--- src/rtl/wb_arbiter_int_pkg.sv ---
// rtl/wb_arbiter_int_pkg.sv - shared sizes, entry type and helpers for the integer writeback arbiter
package wb_arbiter_int_pkg;

  localparam int PRF_INT_WAYS       = 2;
  localparam int PRF_INT_INDEX_SIZE = 6;
  localparam int ROB_INDEX_SIZE     = 5;

  // One buffered FU result as held in a per-FU queue.
  typedef struct packed {
    logic                          rd_wen;
    logic [PRF_INT_INDEX_SIZE-1:0] prd;
    logic [31:0]                   data;
    logic [ROB_INDEX_SIZE-1:0]     rob_idx;
  } wb_entry_t;

  // Single-step modulo wrap; callers only ever pass v < 2*n.
  function automatic int rr_wrap(input int v, input int n);
    return (v >= n) ? (v - n) : v;
  endfunction

endpackage

--- src/rtl/wb_arbiter_int_if.sv ---
// rtl/wb_arbiter_int_if.sv - FU result inputs and PRF/ROB writeback outputs of the arbiter
interface wb_arbiter_int_if
  import wb_arbiter_int_pkg::*;
#(
  parameter int FU_NUM    = 4,
  parameter int WAYS      = PRF_INT_WAYS,
  parameter int PRF_IDX_W = PRF_INT_INDEX_SIZE,
  parameter int ROB_IDX_W = ROB_INDEX_SIZE
) ();

  logic [FU_NUM-1:0]                fu_valid;
  logic [FU_NUM-1:0]                fu_ready;
  logic [FU_NUM-1:0]                fu_rd_wen;
  logic [FU_NUM-1:0][PRF_IDX_W-1:0] fu_prd;
  logic [FU_NUM-1:0][31:0]          fu_data;
  logic [FU_NUM-1:0][ROB_IDX_W-1:0] fu_rob_idx;

  logic [WAYS-1:0]                  rd_en;
  logic [WAYS-1:0][PRF_IDX_W-1:0]   rd_index;
  logic [WAYS-1:0][31:0]            rd_data;
  logic [WAYS-1:0]                  complete_valid;
  logic [WAYS-1:0][ROB_IDX_W-1:0]   complete_rob_idx;

  // FU / PRF side
  modport master (
    output fu_valid, fu_rd_wen, fu_prd, fu_data, fu_rob_idx,
    input  fu_ready, rd_en, rd_index, rd_data, complete_valid, complete_rob_idx
  );

  // Arbiter side
  modport slave (
    input  fu_valid, fu_rd_wen, fu_prd, fu_data, fu_rob_idx,
    output fu_ready, rd_en, rd_index, rd_data, complete_valid, complete_rob_idx
  );

endinterface

--- src/rtl/wb_arbiter_int_fifo.sv ---
// rtl/wb_arbiter_int_fifo.sv - per-FU synchronous result queue (power-of-two depth)
module wb_arbiter_int_fifo
  import wb_arbiter_int_pkg::*;
#(
  parameter type entry_t = wb_entry_t,
  parameter int  DEPTH   = 2
) (
  input  logic   clock_i,
  input  logic   reset_i,
  input  logic   flush_i,
  input  logic   push_i,
  input  logic   pop_i,
  input  entry_t data_i,
  output logic   full_o,
  output logic   empty_o,
  output entry_t head_o
);

  localparam int AW = (DEPTH > 1) ? $clog2(DEPTH) : 1;
  localparam int CW = AW + 1;

  entry_t        mem_q [DEPTH];
  logic [AW-1:0] wr_ptr_q, wr_ptr_d;
  logic [AW-1:0] rd_ptr_q, rd_ptr_d;
  logic [CW-1:0] count_q, count_d;
  logic          do_push, do_pop;

  assign full_o  = (count_q == CW'(DEPTH));
  assign empty_o = (count_q == '0);
  assign head_o  = mem_q[rd_ptr_q];
  assign do_push = push_i & ~full_o;
  assign do_pop  = pop_i & ~empty_o;

  // Next pointers/count; flush discards everything, pointers wrap naturally
  always_comb begin
    wr_ptr_d = wr_ptr_q;
    rd_ptr_d = rd_ptr_q;
    count_d  = count_q;
    if (flush_i) begin
      wr_ptr_d = '0;
      rd_ptr_d = '0;
      count_d  = '0;
    end else begin
      if (do_push) wr_ptr_d = wr_ptr_q + 1'b1;
      if (do_pop)  rd_ptr_d = rd_ptr_q + 1'b1;
      case ({do_push, do_pop})
        2'b10:   count_d = count_q + 1'b1;
        2'b01:   count_d = count_q - 1'b1;
        default: count_d = count_q;
      endcase
    end
  end

  // Pointer and occupancy registers
  always_ff @(posedge clock_i) begin
    if (reset_i) begin
      wr_ptr_q <= '0;
      rd_ptr_q <= '0;
      count_q  <= '0;
    end else begin
      wr_ptr_q <= wr_ptr_d;
      rd_ptr_q <= rd_ptr_d;
      count_q  <= count_d;
    end
  end

  // Entry storage; contents of empty slots are never observed
  always_ff @(posedge clock_i) begin
    if (do_push && !flush_i && !reset_i) mem_q[wr_ptr_q] <= data_i;
  end

endmodule

--- src/rtl/wb_arbiter_int.sv ---
// rtl/wb_arbiter_int.sv - integer writeback: per-FU queues, round-robin multi-way grant, registered PRF/ROB outputs
module wb_arbiter_int
  import wb_arbiter_int_pkg::*;
#(
  parameter int FU_NUM      = 4,
  parameter int WAYS        = PRF_INT_WAYS,
  parameter int PRF_IDX_W   = PRF_INT_INDEX_SIZE,
  parameter int ROB_IDX_W   = ROB_INDEX_SIZE,
  parameter int QUEUE_DEPTH = 2
) (
  input  logic               clock_i,
  input  logic               reset_i,
  input  logic               flush_i,
  wb_arbiter_int_if.slave    bus_io
);

  localparam int PW = (FU_NUM > 1) ? $clog2(FU_NUM) : 1;
  localparam int WW = (WAYS > 1) ? $clog2(WAYS) : 1;

  typedef struct packed {
    logic                 rd_wen;
    logic [PRF_IDX_W-1:0] prd;
    logic [31:0]          data;
    logic [ROB_IDX_W-1:0] rob_idx;
  } entry_t;

  entry_t            in_entry [FU_NUM];
  entry_t            heads    [FU_NUM];
  entry_t            way_head [WAYS];
  logic [FU_NUM-1:0] full, empty, push, pop;
  logic [WAYS-1:0]   way_vld;
  logic [PW-1:0]     way_src  [WAYS];
  logic [PW-1:0]     rr_ptr_q, rr_ptr_d;

  logic [WAYS-1:0]                rd_en_q, rd_en_d;
  logic [WAYS-1:0][PRF_IDX_W-1:0] rd_index_q, rd_index_d;
  logic [WAYS-1:0][31:0]          rd_data_q, rd_data_d;
  logic [WAYS-1:0]                cv_q, cv_d;
  logic [WAYS-1:0][ROB_IDX_W-1:0] crob_q, crob_d;

  // Ready depends only on registered occupancy, never on this cycle's pop
  assign bus_io.fu_ready = ~full;

  for (genvar g = 0; g < FU_NUM; g++) begin : g_fu
    assign in_entry[g] = '{rd_wen:  bus_io.fu_rd_wen[g],
                           prd:     bus_io.fu_prd[g],
                           data:    bus_io.fu_data[g],
                           rob_idx: bus_io.fu_rob_idx[g]};
    assign push[g] = bus_io.fu_valid[g] & ~full[g] & ~flush_i;

    wb_arbiter_int_fifo #(.entry_t(entry_t), .DEPTH(QUEUE_DEPTH)) u_fifo (
      .clock_i (clock_i),
      .reset_i (reset_i),
      .flush_i (flush_i),
      .push_i  (push[g]),
      .pop_i   (pop[g]),
      .data_i  (in_entry[g]),
      .full_o  (full[g]),
      .empty_o (empty[g]),
      .head_o  (heads[g])
    );
  end

  // Round-robin scan from rr_ptr: first WAYS non-empty heads go to ways 0.. in scan order
  always_comb begin
    int n;
    int f;
    way_vld  = '0;
    pop      = '0;
    rr_ptr_d = rr_ptr_q;
    for (int k = 0; k < WAYS; k++) way_src[k] = '0;
    n = 0;
    for (int j = 0; j < FU_NUM; j++) begin
      f = rr_wrap(int'(rr_ptr_q) + j, FU_NUM);
      if (!flush_i && !empty[PW'(f)] && n < WAYS) begin
        pop[PW'(f)]        = 1'b1;
        way_vld[WW'(n)]    = 1'b1;
        way_src[WW'(n)]    = PW'(f);
        rr_ptr_d           = PW'(rr_wrap(f + 1, FU_NUM));
        n                  = n + 1;
      end
    end
  end

  // Head selected for each way
  always_comb begin
    for (int k = 0; k < WAYS; k++) way_head[k] = heads[way_src[k]];
  end

  // Output next-state; idle ways carry all-zero fields
  always_comb begin
    for (int k = 0; k < WAYS; k++) begin
      rd_en_d[k]    = way_vld[k] & way_head[k].rd_wen;
      rd_index_d[k] = way_vld[k] ? way_head[k].prd     : '0;
      rd_data_d[k]  = way_vld[k] ? way_head[k].data    : '0;
      cv_d[k]       = way_vld[k];
      crob_d[k]     = way_vld[k] ? way_head[k].rob_idx : '0;
    end
  end

  // Flop-driven PRF/ROB outputs and round-robin pointer
  always_ff @(posedge clock_i) begin
    if (reset_i) begin
      rd_en_q    <= '0;
      rd_index_q <= '0;
      rd_data_q  <= '0;
      cv_q       <= '0;
      crob_q     <= '0;
      rr_ptr_q   <= '0;
    end else begin
      rd_en_q    <= rd_en_d;
      rd_index_q <= rd_index_d;
      rd_data_q  <= rd_data_d;
      cv_q       <= cv_d;
      crob_q     <= crob_d;
      rr_ptr_q   <= rr_ptr_d;
    end
  end

  assign bus_io.rd_en            = rd_en_q;
  assign bus_io.rd_index         = rd_index_q;
  assign bus_io.rd_data          = rd_data_q;
  assign bus_io.complete_valid   = cv_q;
  assign bus_io.complete_rob_idx = crob_q;

endmodule

--- src/flat_wrapper.sv ---
// flat-port wrapper written by rule: the top's interface ports become plain ports
module wb_arbiter_int_flat import wb_arbiter_int_pkg::*;
#(
  parameter int FU_NUM      = 4,
  parameter int WAYS        = PRF_INT_WAYS,
  parameter int PRF_IDX_W   = PRF_INT_INDEX_SIZE,
  parameter int ROB_IDX_W   = ROB_INDEX_SIZE,
  parameter int QUEUE_DEPTH = 2
)
  (clock_i, reset_i, flush_i, bus_io_fu_valid, bus_io_fu_rd_wen, bus_io_fu_prd, bus_io_fu_data, bus_io_fu_rob_idx, bus_io_fu_ready, bus_io_rd_en, bus_io_rd_index, bus_io_rd_data, bus_io_complete_valid, bus_io_complete_rob_idx);
  wb_arbiter_int_if #(.FU_NUM(FU_NUM), .WAYS(WAYS), .PRF_IDX_W(PRF_IDX_W), .ROB_IDX_W(ROB_IDX_W)) bus_io_i ();
  input  logic clock_i;
  input  logic reset_i;
  input  logic flush_i;
  input wire logic [$bits(bus_io_i.fu_valid)-1:0] bus_io_fu_valid;
  input wire logic [$bits(bus_io_i.fu_rd_wen)-1:0] bus_io_fu_rd_wen;
  input wire logic [$bits(bus_io_i.fu_prd)-1:0] bus_io_fu_prd;
  input wire logic [$bits(bus_io_i.fu_data)-1:0] bus_io_fu_data;
  input wire logic [$bits(bus_io_i.fu_rob_idx)-1:0] bus_io_fu_rob_idx;
  output wire logic [$bits(bus_io_i.fu_ready)-1:0] bus_io_fu_ready;
  output wire logic [$bits(bus_io_i.rd_en)-1:0] bus_io_rd_en;
  output wire logic [$bits(bus_io_i.rd_index)-1:0] bus_io_rd_index;
  output wire logic [$bits(bus_io_i.rd_data)-1:0] bus_io_rd_data;
  output wire logic [$bits(bus_io_i.complete_valid)-1:0] bus_io_complete_valid;
  output wire logic [$bits(bus_io_i.complete_rob_idx)-1:0] bus_io_complete_rob_idx;
  assign bus_io_i.fu_valid = bus_io_fu_valid;
  assign bus_io_i.fu_rd_wen = bus_io_fu_rd_wen;
  assign bus_io_i.fu_prd = bus_io_fu_prd;
  assign bus_io_i.fu_data = bus_io_fu_data;
  assign bus_io_i.fu_rob_idx = bus_io_fu_rob_idx;
  assign bus_io_fu_ready = bus_io_i.fu_ready;
  assign bus_io_rd_en = bus_io_i.rd_en;
  assign bus_io_rd_index = bus_io_i.rd_index;
  assign bus_io_rd_data = bus_io_i.rd_data;
  assign bus_io_complete_valid = bus_io_i.complete_valid;
  assign bus_io_complete_rob_idx = bus_io_i.complete_rob_idx;
  wb_arbiter_int #(.FU_NUM(FU_NUM), .WAYS(WAYS), .PRF_IDX_W(PRF_IDX_W), .ROB_IDX_W(ROB_IDX_W), .QUEUE_DEPTH(QUEUE_DEPTH)) u_core (.clock_i(clock_i), .reset_i(reset_i), .flush_i(flush_i), .bus_io(bus_io_i));
endmodule
--- config.mk ---
export PLATFORM = sky130hd
export DESIGN_NAME = wb_arbiter_int_flat
export DESIGN_NICKNAME = d
export VERILOG_FILES = /design/src/rtl/wb_arbiter_int_pkg.sv /design/src/rtl/wb_arbiter_int_if.sv /design/src/rtl/wb_arbiter_int_fifo.sv /design/src/rtl/wb_arbiter_int.sv /design/src/flat_wrapper.sv
export SDC_FILE = /design/constraint.sdc
export NUM_CORES = 1
export LEC_CHECK = 0
export CORE_ASPECT_RATIO = 0.7
export CORE_MARGIN = 1
export CORE_UTILIZATION = 60
export CTS_BUF_LIST = sky130_fd_sc_hd__clkbuf_8
export DETAILED_ROUTE_END_ITERATION = 8
export GPL_ROUTABILITY_DRIVEN = 0
export PLACE_DENSITY = 0.84
export REMOVE_ABC_BUFFERS = 1
export SLEW_MARGIN = 30
export SYNTH_ARGS = -nofsm -noshare
export SYNTH_HDL_FRONTEND = slang
export SYNTH_SLANG_ARGS = --single-unit
--- constraint.sdc ---
create_clock -name clock_i -period 9 [get_ports clock_i]
set_input_delay 1.35 -clock clock_i [delete_from_list [all_inputs] [get_ports clock_i]]
set_output_delay 1.35 -clock clock_i [all_outputs]
set_load 0.01 [all_outputs]
==> results of run 1 <==
## through the flow
stage	total power, mW	instances	instance area (sq um)	TNS, ns
global route	4.80	1780	20600	0
finish	4.61	1784	20600	0
global placement	3.18	1666	19400	0
CTS	4.62	1777	20600	0
floorplan	2.89	1049	16500	-62.62
detailed placement	3.21	1666	19500	0
## state kept, by name (all words and copies together), names as in the netlist, named ones only
register                        cells
u_core.rr_ptr_q                     2
u_core.bus_io.complete_rob_idx      5
u_core.g_fu.u_fifo.mem_q          352
u_core.g_fu.u_fifo.count_q          8
u_core.bus_io.rd_index              6
u_core.bus_io.complete_valid        1
u_core.g_fu.u_fifo.wr_ptr_q         4
u_core.g_fu.u_fifo.rd_ptr_q         4
u_core.bus_io.rd_data              32
u_core.bus_io.rd_en                 1
## synth_stat cells (3+ instances only)
| cell | count | area [sq um] |
|---|---|---|
| a211o_1 | 44 | 385 |
| a211oi_1 | 47 | 353 |
| a21oi_1 | 56 | 280 |
| buf_1 | 3 | 11.3 |
| buf_2 | 15 | 75.1 |
| buf_4 | 45 | 338 |
| buf_6 | 3 | 33.8 |
| clkbuf_1 | 49 | 184 |
| dfxtp_1 | 67 | 1340 |
| edfxtp_1 | 352 | 10600 |
| ha_1 | 16 | 200 |
| inv_1 | 12 | 45.0 |
| mux2_2 | 44 | 495 |
| mux2i_1 | 92 | 921 |
| mux4_2 | 4 | 90.1 |
| nand2_1 | 55 | 206 |
| nand2b_1 | 4 | 25.0 |
| nand3_1 | 5 | 25.0 |
| nor2_1 | 30 | 113 |
| nor2b_1 | 44 | 275 |
| nor3_1 | 13 | 65.1 |
| nor4_1 | 3 | 18.8 |
| o211ai_1 | 45 | 338 |
| o21ai_0 | 9 | 45.0 |
| or2_2 | 8 | 50.1 |
| or3_1 | 5 | 31.3 |
| xnor2_1 | 14 | 123 |
| xor2_1 | 4 | 35.0 |
## power groups by stage
stage          registers (mW)  clock network (mW)  logic [mW]
6_report                 2.24                1.42       0.953
5_1_grt                  2.24                1.54        1.03
4_1_cts                  2.24                1.44       0.941
3_5_place_dp             2.28                   0       0.933
3_3_place_gp             2.27                   0       0.904
2_1_floorplan            2.29                   0       0.606
## per-layer routing
metal,vias up,part of all wire
met5,-,0.0025
met2,554,0.47
li1,4702,-
met4,16,0.018
met3,70,0.10
met1,5148,0.40
## how the worst max path moves through the flow
stage                                                from                                      endpoint  slack, ns  depth (start not counted)
after floorplan           u_core.rr_ptr_q[0]$_SDFFE_PP0P_  u_core.bus_io.complete_rob_idx[0]$_SDFF_PP0_      -1.42                         11
after global placement    u_core.rr_ptr_q[0]$_SDFFE_PP0P_          u_core.bus_io.rd_data[23]$_SDFF_PP0_       3.89                         13
after detailed placement  u_core.rr_ptr_q[0]$_SDFFE_PP0P_           u_core.bus_io.rd_data[7]$_SDFF_PP0_       3.57                         14
after CTS                 u_core.rr_ptr_q[0]$_SDFFE_PP0P_           u_core.bus_io.rd_data[7]$_SDFF_PP0_       3.52                         14
after global routing      u_core.rr_ptr_q[0]$_SDFFE_PP0P_          u_core.bus_io.rd_index[1]$_SDFF_PP0_       3.09                         14
final                     u_core.rr_ptr_q[0]$_SDFFE_PP0P_          u_core.bus_io.rd_index[1]$_SDFF_PP0_       3.43                         14
## kinds of logic after synthesis
family | Yosys count | synth area share
AND/OR/NAND/NOR | 177 | 0.0523
flip-flops | 419 | 0.703
other | 1 | 0.000221
XOR/XNOR | 18 | 0.00930
adder cells (fa/ha/maj) | 16 | 0.0118
AO/OA/AOI/OAI | 221 | 0.0937
buffers and inverters | 128 | 0.0408
multiplexers | 140 | 0.0889
## worst reg2reg max path: stages, from the launching register on
cell      delay [ns]
dfxtp_1         0.88
clkinv_1        0.64
ha_1            0.63
mux4_2          0.36
nor2_1          0.32
inv_1           0.10
ha_1            0.24
nor3_1          0.30
nand2_1         0.11
and3_1          0.34
a21boi_1        0.21
o311ai_4        0.29
buf_4           0.54
o211ai_1        0.32
a21oi_1         0.23
## cell type report
class,count,area [sq um],area share
Sequential cell,419,11900,0.578
Tap cell,371,464,0.0225
Inverter,13,48.8,0.00236
Clock inverter,41,184,0.00891
Timing Repair Buffer,247,2460,0.119
Antenna cell,6,15.0,0.000727
Clock buffer,70,963,0.0467
Multi-Input combinational cell,617,4590,0.222
==> impl_metrics.py, run 1 <==
metrics = {
    "run_status": {
        "run_status": "finished, final reports clean",
    },
    "power": {
        "switching_share": 0.281,
        "powerDensity_nw_per_um2": 223,
        "switching_power_mw": 1.30,
        "pwr-share-comb": 0.207,
        "p_clk_frac": 0.309,
        "internal_power_mw": 3.32,
        "leakage_nw": 7.03,
        "pwr-share-seq": 0.485,
        "vdd_drop_max_mv": 0.200,
    },
    "grt": {
        "grt_max_degree": 99,
        "grt_pass1_wl_um": 60400,
        "gr-usage-met1": 0.376,
        "grt_pass1_vias": 10596,
        "met2_usage": 0.451,
        "use_met3": 0.0794,
        "busiest_layer": "met2",
        "antenna_found_initial": 13,
        "grt.overflow.total": 0,
        "grt_usage": 0.282,
    },
    "yosys": {
        "ys_seq_area_frac": 0.703,
        "synth_cell_types": 52,
        "syn-instance-count": 1120,
        "synthesis.area_sq_um": 16900,
        "synth_ff_type": "edfxtp_1",
        "synthArstFlopShare": 0,
        "synth_edf_count": 352,
        "avgSynthCellArea_sq_um": 15.1,
        "ys_ff_latch": 419,
        "ys_warn_count": 0,
    },
    "timing": {
        "holdWs_ns": 0.527,
        "clock_skew_ns": 0.0213,
        "tightest_slew_ns": 0.994,
        "finalCritPeriodShare": 0.619,
        "fmax_ghz": 0.179,
        "drv_slew": 0,
        "min_period_ns": 5.57,
        "rsz0062_at_grt": "no",
        "setup_slack_ns": 3.43,
        "setup_viol": 0,
        "hold_violations": 0,
        "slew_headroom": 0.321,
    },
    "drt": {
        "antenna_left": 0,
        "vias_per_cell": 5.88,
        "totalWireLength_um": 40500,
        "drt_iter0_drc": 901,
        "vias": 10490,
        "wl_per_cell_um": 22.7,
        "drc": 0,
        "dr.pass1.iters": 7,
    },
    "flow_run": {
        "max_cap_violations": 0,
    },
    "hold_path": {
        "hold_start": "u_core.g_fu[2].u_fifo.rd_ptr_q$_SDFFE_PP0P_",
        "hold_path.class": "reg -> reg",
        "hold_path_depth": 2,
        "whs_endpoint": "u_core.g_fu[2].u_fifo.rd_ptr_q$_SDFFE_PP0P_",
    },
    "critical_path": {
        "path_max_fanout": 44,
        "cp.arrival_ns": 6.11,
        "reg2reg_to": "u_core.bus_io.rd_index[1]$_SDFF_PP0_",
        "crit_path_end_kind": "flip-flop",
        "rrSetupSlack_ns": 3.43,
        "crit_chain": "clkinv_1 > ha_1 > mux4_2 > nor2_1 > inv_1 > ha_1 > nor3_1 > nand2_1 > and3_1 > a21boi_1 > o311ai_4 > buf_4 > o211ai_1 > a21oi_1",
        "required_ns": 9.53,
        "path_delay_family": "buffers and inverters",
        "crit_type": "reg -> reg",
        "slowest_delay_ns": 0.88,
        "crit-reg2reg-launch": "u_core.rr_ptr_q[0]$_SDFFE_PP0P_",
        "cp_common_cell": "ha_1",
        "startpoint_type": "flip-flop",
        "cp_num_buf_inv": 3,
        "critPathSlowestCell": "dfxtp_1",
        "worstRegToRegCells": 14,
    },
    "cells_and_area": {
        "drive_above_1_share": 0.115,
        "fin_nets": 1556,
        "areaGrowthSynthToFinish_pct": 21.8,
        "fillCellCount": 1723,
        "utilization": 0.744,
        "mostFrequentLayoutCells": "edfxtp_1 (352), clkdlybuf4s50_1 (231), mux2i_1 (91), clkbuf_8 (70), dfxtp_1 (63)",
        "final_common_cell": "edfxtp_1",
    },
    "floorplan": {
        "initial_core_util": 0.610,
        "fp.dieW_um": 203,
        "die-area_sq_um": 28900,
        "core_area_sq_um": 27800,
        "io_pins": 277,
        "row_count": 51,
        "die_y_um": 143,
    },
    "clock_network": {
        "cts_made_buffers": 59,
        "cts.clk_slew.worst_paths_ns": 0.06,
        "clockRootBuffer": "clkbuf_8",
        "cts_setup_buffers": 0,
        "postCtsHoldBufs": 0,
        "cts_tree": "yes",
        "cts_resized": 0,
        "clk_latency_ns": 0.62,
        "numClockSinks": 419,
        "htree_levels": 2,
        "cts_max_path_buffers": 3,
    },
    "placement": {
        "portBuffers": 231,
        "place_hpwl_um": 24500,
        "dp_slack_ns": 3.57,
    },
}
(Power assumes the default switching activity.)
==> run 2, diff against run 1 <==
--- a/config.mk
+++ b/config.mk
@@ -7,11 +7,11 @@
 export LEC_CHECK = 0
 export CORE_ASPECT_RATIO = 0.7
 export CORE_MARGIN = 1
-export CORE_UTILIZATION = 60
+export CORE_UTILIZATION = 50
 export CTS_BUF_LIST = sky130_fd_sc_hd__clkbuf_8
 export DETAILED_ROUTE_END_ITERATION = 8
 export GPL_ROUTABILITY_DRIVEN = 0
-export PLACE_DENSITY = 0.84
+export PLACE_DENSITY = 0.74
 export REMOVE_ABC_BUFFERS = 1
 export SLEW_MARGIN = 30
 export SYNTH_ARGS = -nofsm -noshare
==> constraint.sdc (replaced) <==
create_clock -name clock_i -period 4.84 [get_ports clock_i]
set_input_delay 0.726 -clock clock_i [delete_from_list [all_inputs] [get_ports clock_i]]
set_output_delay 0.726 -clock clock_i [all_outputs]
set_load 0.01 [all_outputs]
==> run 2 against run 1 <==
Effect of this change:
- first-iteration DRC count grew 6.0%
- register-to-register slack got worse by 2.8 ns
- worst setup slack got worse by 2.8 ns
- routed wire length up 0.36%
- via count decreased by 2.8%
- global-route usage decreased by 4.8 points
- design area is 1.1% higher
- clock skew grew 0.010 ns
- critical endpoint is now u_core.g_fu[2].u_fifo.count_q[1]$_SDFFE_PP0P_
- flip-flop and latch count stayed put
==> impl_metrics.py, run 2 (same netlist as run 1, synthesis figures left out) <==
metrics = {
    "critical_path": {
        "cp.arrival_ns": 4.71,
        "crit_type": "reg -> reg",
        "required_ns": 5.39,
        "path_max_fanout": 9,
        "crit_path_end_kind": "flip-flop",
        "startpoint_type": "flip-flop",
    },
    "flow_run": {
        "max_cap_violations": 0,
    },
    "timing": {
        "drv_slew": 0,
        "slew_headroom": 0.348,
        "rsz0062_at_grt": "no",
        "setup_viol": 0,
        "min_period_ns": 4.17,
        "hold_violations": 0,
        "fmax_ghz": 0.240,
        "clock_skew_ns": 0.0314,
        "finalCritPeriodShare": 0.861,
        "setup_slack_ns": 0.674,
        "tightest_slew_ns": 0.978,
    },
    "clock_network": {
        "numClockSinks": 419,
        "postCtsHoldBufs": 0,
        "cts.clk_slew.worst_paths_ns": 0.06,
        "htree_levels": 2,
        "clockRootBuffer": "clkbuf_8",
        "cts_tree": "yes",
        "cts_made_buffers": 60,
        "clk_latency_ns": 0.62,
        "cts_resized": 0,
        "cts_max_path_buffers": 3,
        "cts_setup_buffers": 0,
    },
    "power": {
        "vdd_drop_max_mv": 0.245,
        "pwr-share-comb": 0.222,
        "switching_share": 0.281,
        "powerDensity_nw_per_um2": 414,
        "internal_power_mw": 6.22,
        "switching_power_mw": 2.43,
        "p_clk_frac": 0.301,
        "leakage_nw": 7.10,
        "pwr-share-seq": 0.477,
    },
    "floorplan": {
        "die_y_um": 156,
        "fp.dieW_um": 222,
        "io_pins": 277,
        "core_area_sq_um": 32800,
        "initial_core_util": 0.516,
        "row_count": 55,
        "die-area_sq_um": 34600,
    },
    "grt": {
        "grt_pass1_wl_um": 60400,
        "antenna_found_initial": 7,
        "grt.overflow.total": 0,
        "grt_usage": 0.233,
        "grt_pass1_vias": 10235,
        "grt_max_degree": 89,
    },
    "cells_and_area": {
        "drive_above_1_share": 0.126,
        "utilization": 0.636,
        "mostFrequentLayoutCells": "edfxtp_1 (352), clkdlybuf4s50_1 (231), mux2i_1 (91), clkbuf_8 (71), dfxtp_1 (63)",
        "largest_reg_flops": 352,
        "final_common_cell": "edfxtp_1",
        "fin_nets": 1568,
        "largest-register": "u_core.g_fu.u_fifo.mem_q",
        "areaGrowthSynthToFinish_pct": 23.2,
        "fillCellCount": 2371,
    },
    "drt": {
        "drc": 0,
        "drt_iter0_drc": 955,
        "dr.pass1.iters": 5,
        "vias": 10198,
        "wl_per_cell_um": 21.9,
        "antenna_left": 0,
        "totalWireLength_um": 40600,
        "vias_per_cell": 5.50,
    },
    "run_status": {
        "run_status": "finished, final reports clean",
    },
    "placement": {
        "portBuffers": 231,
        "dp_slack_ns": 0.637,
        "place_hpwl_um": 24600,
    },
    "hold_path": {
        "hold_path.class": "reg -> reg",
    },
}
## run 2: changes by cell type in the layout (fill, tap and decap cells not counted), sizes merged
| cell | delta |
|---|---|
| clkinv | +3 |
| clkbuf | +1 |
| inv | -2 |
| bufinv | -1 |
| clkinvlp | +2 |
| diode | +1 |
| buf | +11 |
## run 2: worst paths after layout
check	start	endpoint	slack [ns]	depth (start not counted)
worst max register to register	u_core.rr_ptr_q[1]$_SDFFE_PP0P_	u_core.g_fu[2].u_fifo.count_q[1]$_SDFFE_PP0P_	0.67	13
worst min-delay path	u_core.g_fu[2].u_fifo.rd_ptr_q$_SDFFE_PP0P_	u_core.g_fu[2].u_fifo.rd_ptr_q$_SDFFE_PP0P_	0.52	2
worst min register to register	u_core.g_fu[2].u_fifo.rd_ptr_q$_SDFFE_PP0P_	u_core.g_fu[2].u_fifo.rd_ptr_q$_SDFFE_PP0P_	0.52	2
worst max-delay path	u_core.rr_ptr_q[1]$_SDFFE_PP0P_	u_core.g_fu[2].u_fifo.count_q[1]$_SDFFE_PP0P_	0.67	13
## run 2: routing by layer
metal  GRT usage  vias to the layer above  routed length, um  part of all wire
met4      0.0751                        0                905             0.022
met3      0.0540                       70               3070             0.075
li1            -                     4717                  -                 -
met2       0.356                      428              18600              0.46
met5           0                        -                  0                 0
met1       0.332                     4983              18000              0.44
## run 2: critical path: stages, from the launching register on
cell and delay (ns):
dfxtp_1 0.34, inv_1 0.15, ha_1 0.50, mux4_2 0.37, nor2_1 0.36, ha_1 0.41, nand2_1 0.10, o311a_1 0.20
and3_1 0.41, a32oi_1 0.17, a21oi_1 0.28, ha_1 0.32, or3_1 0.35, a21oi_1 0.15
## run 2: final cells by class
class                           count  area [sq um]  share of cell area
Clock buffer                       71           977              0.0468
Inverter                           13          48.8             0.00234
Sequential cell                   419         11900               0.571
Multi-Input combinational cell    617          4570               0.219
Tap cell                          427           534              0.0256
Antenna cell                        7          17.5            0.000839
Timing Repair Buffer              258          2620               0.125
Clock inverter                     43           178             0.00851
## run 2: stage by stage
step                      std cells  cell area [sq um]  total power, mW  setup TNS (ns)  hold slack, ns
after global placement         1732              19600             6.07               0           0.503
final                          1855              20900             8.64               0           0.517
after CTS                      1846              20800             8.71               0           0.525
after detailed placement       1732              19600             6.10               0           0.506
after global routing           1850              20900             9.03               0           0.545
after floorplan                1049              16500             5.27         -245.98           0.481
## run 2: power by group through the flow
stage / Clock (mW) / Sequential [mW] / Combinational (mW)
5_1_grt: 2.82 / 4.13 / 2.08
3_5_place_dp: 0 / 4.20 / 1.91
4_1_cts: 2.67 / 4.12 / 1.92
2_1_floorplan: 0 / 4.25 / 1.02
3_3_place_gp: 0 / 4.19 / 1.87
6_report: 2.60 / 4.12 / 1.92
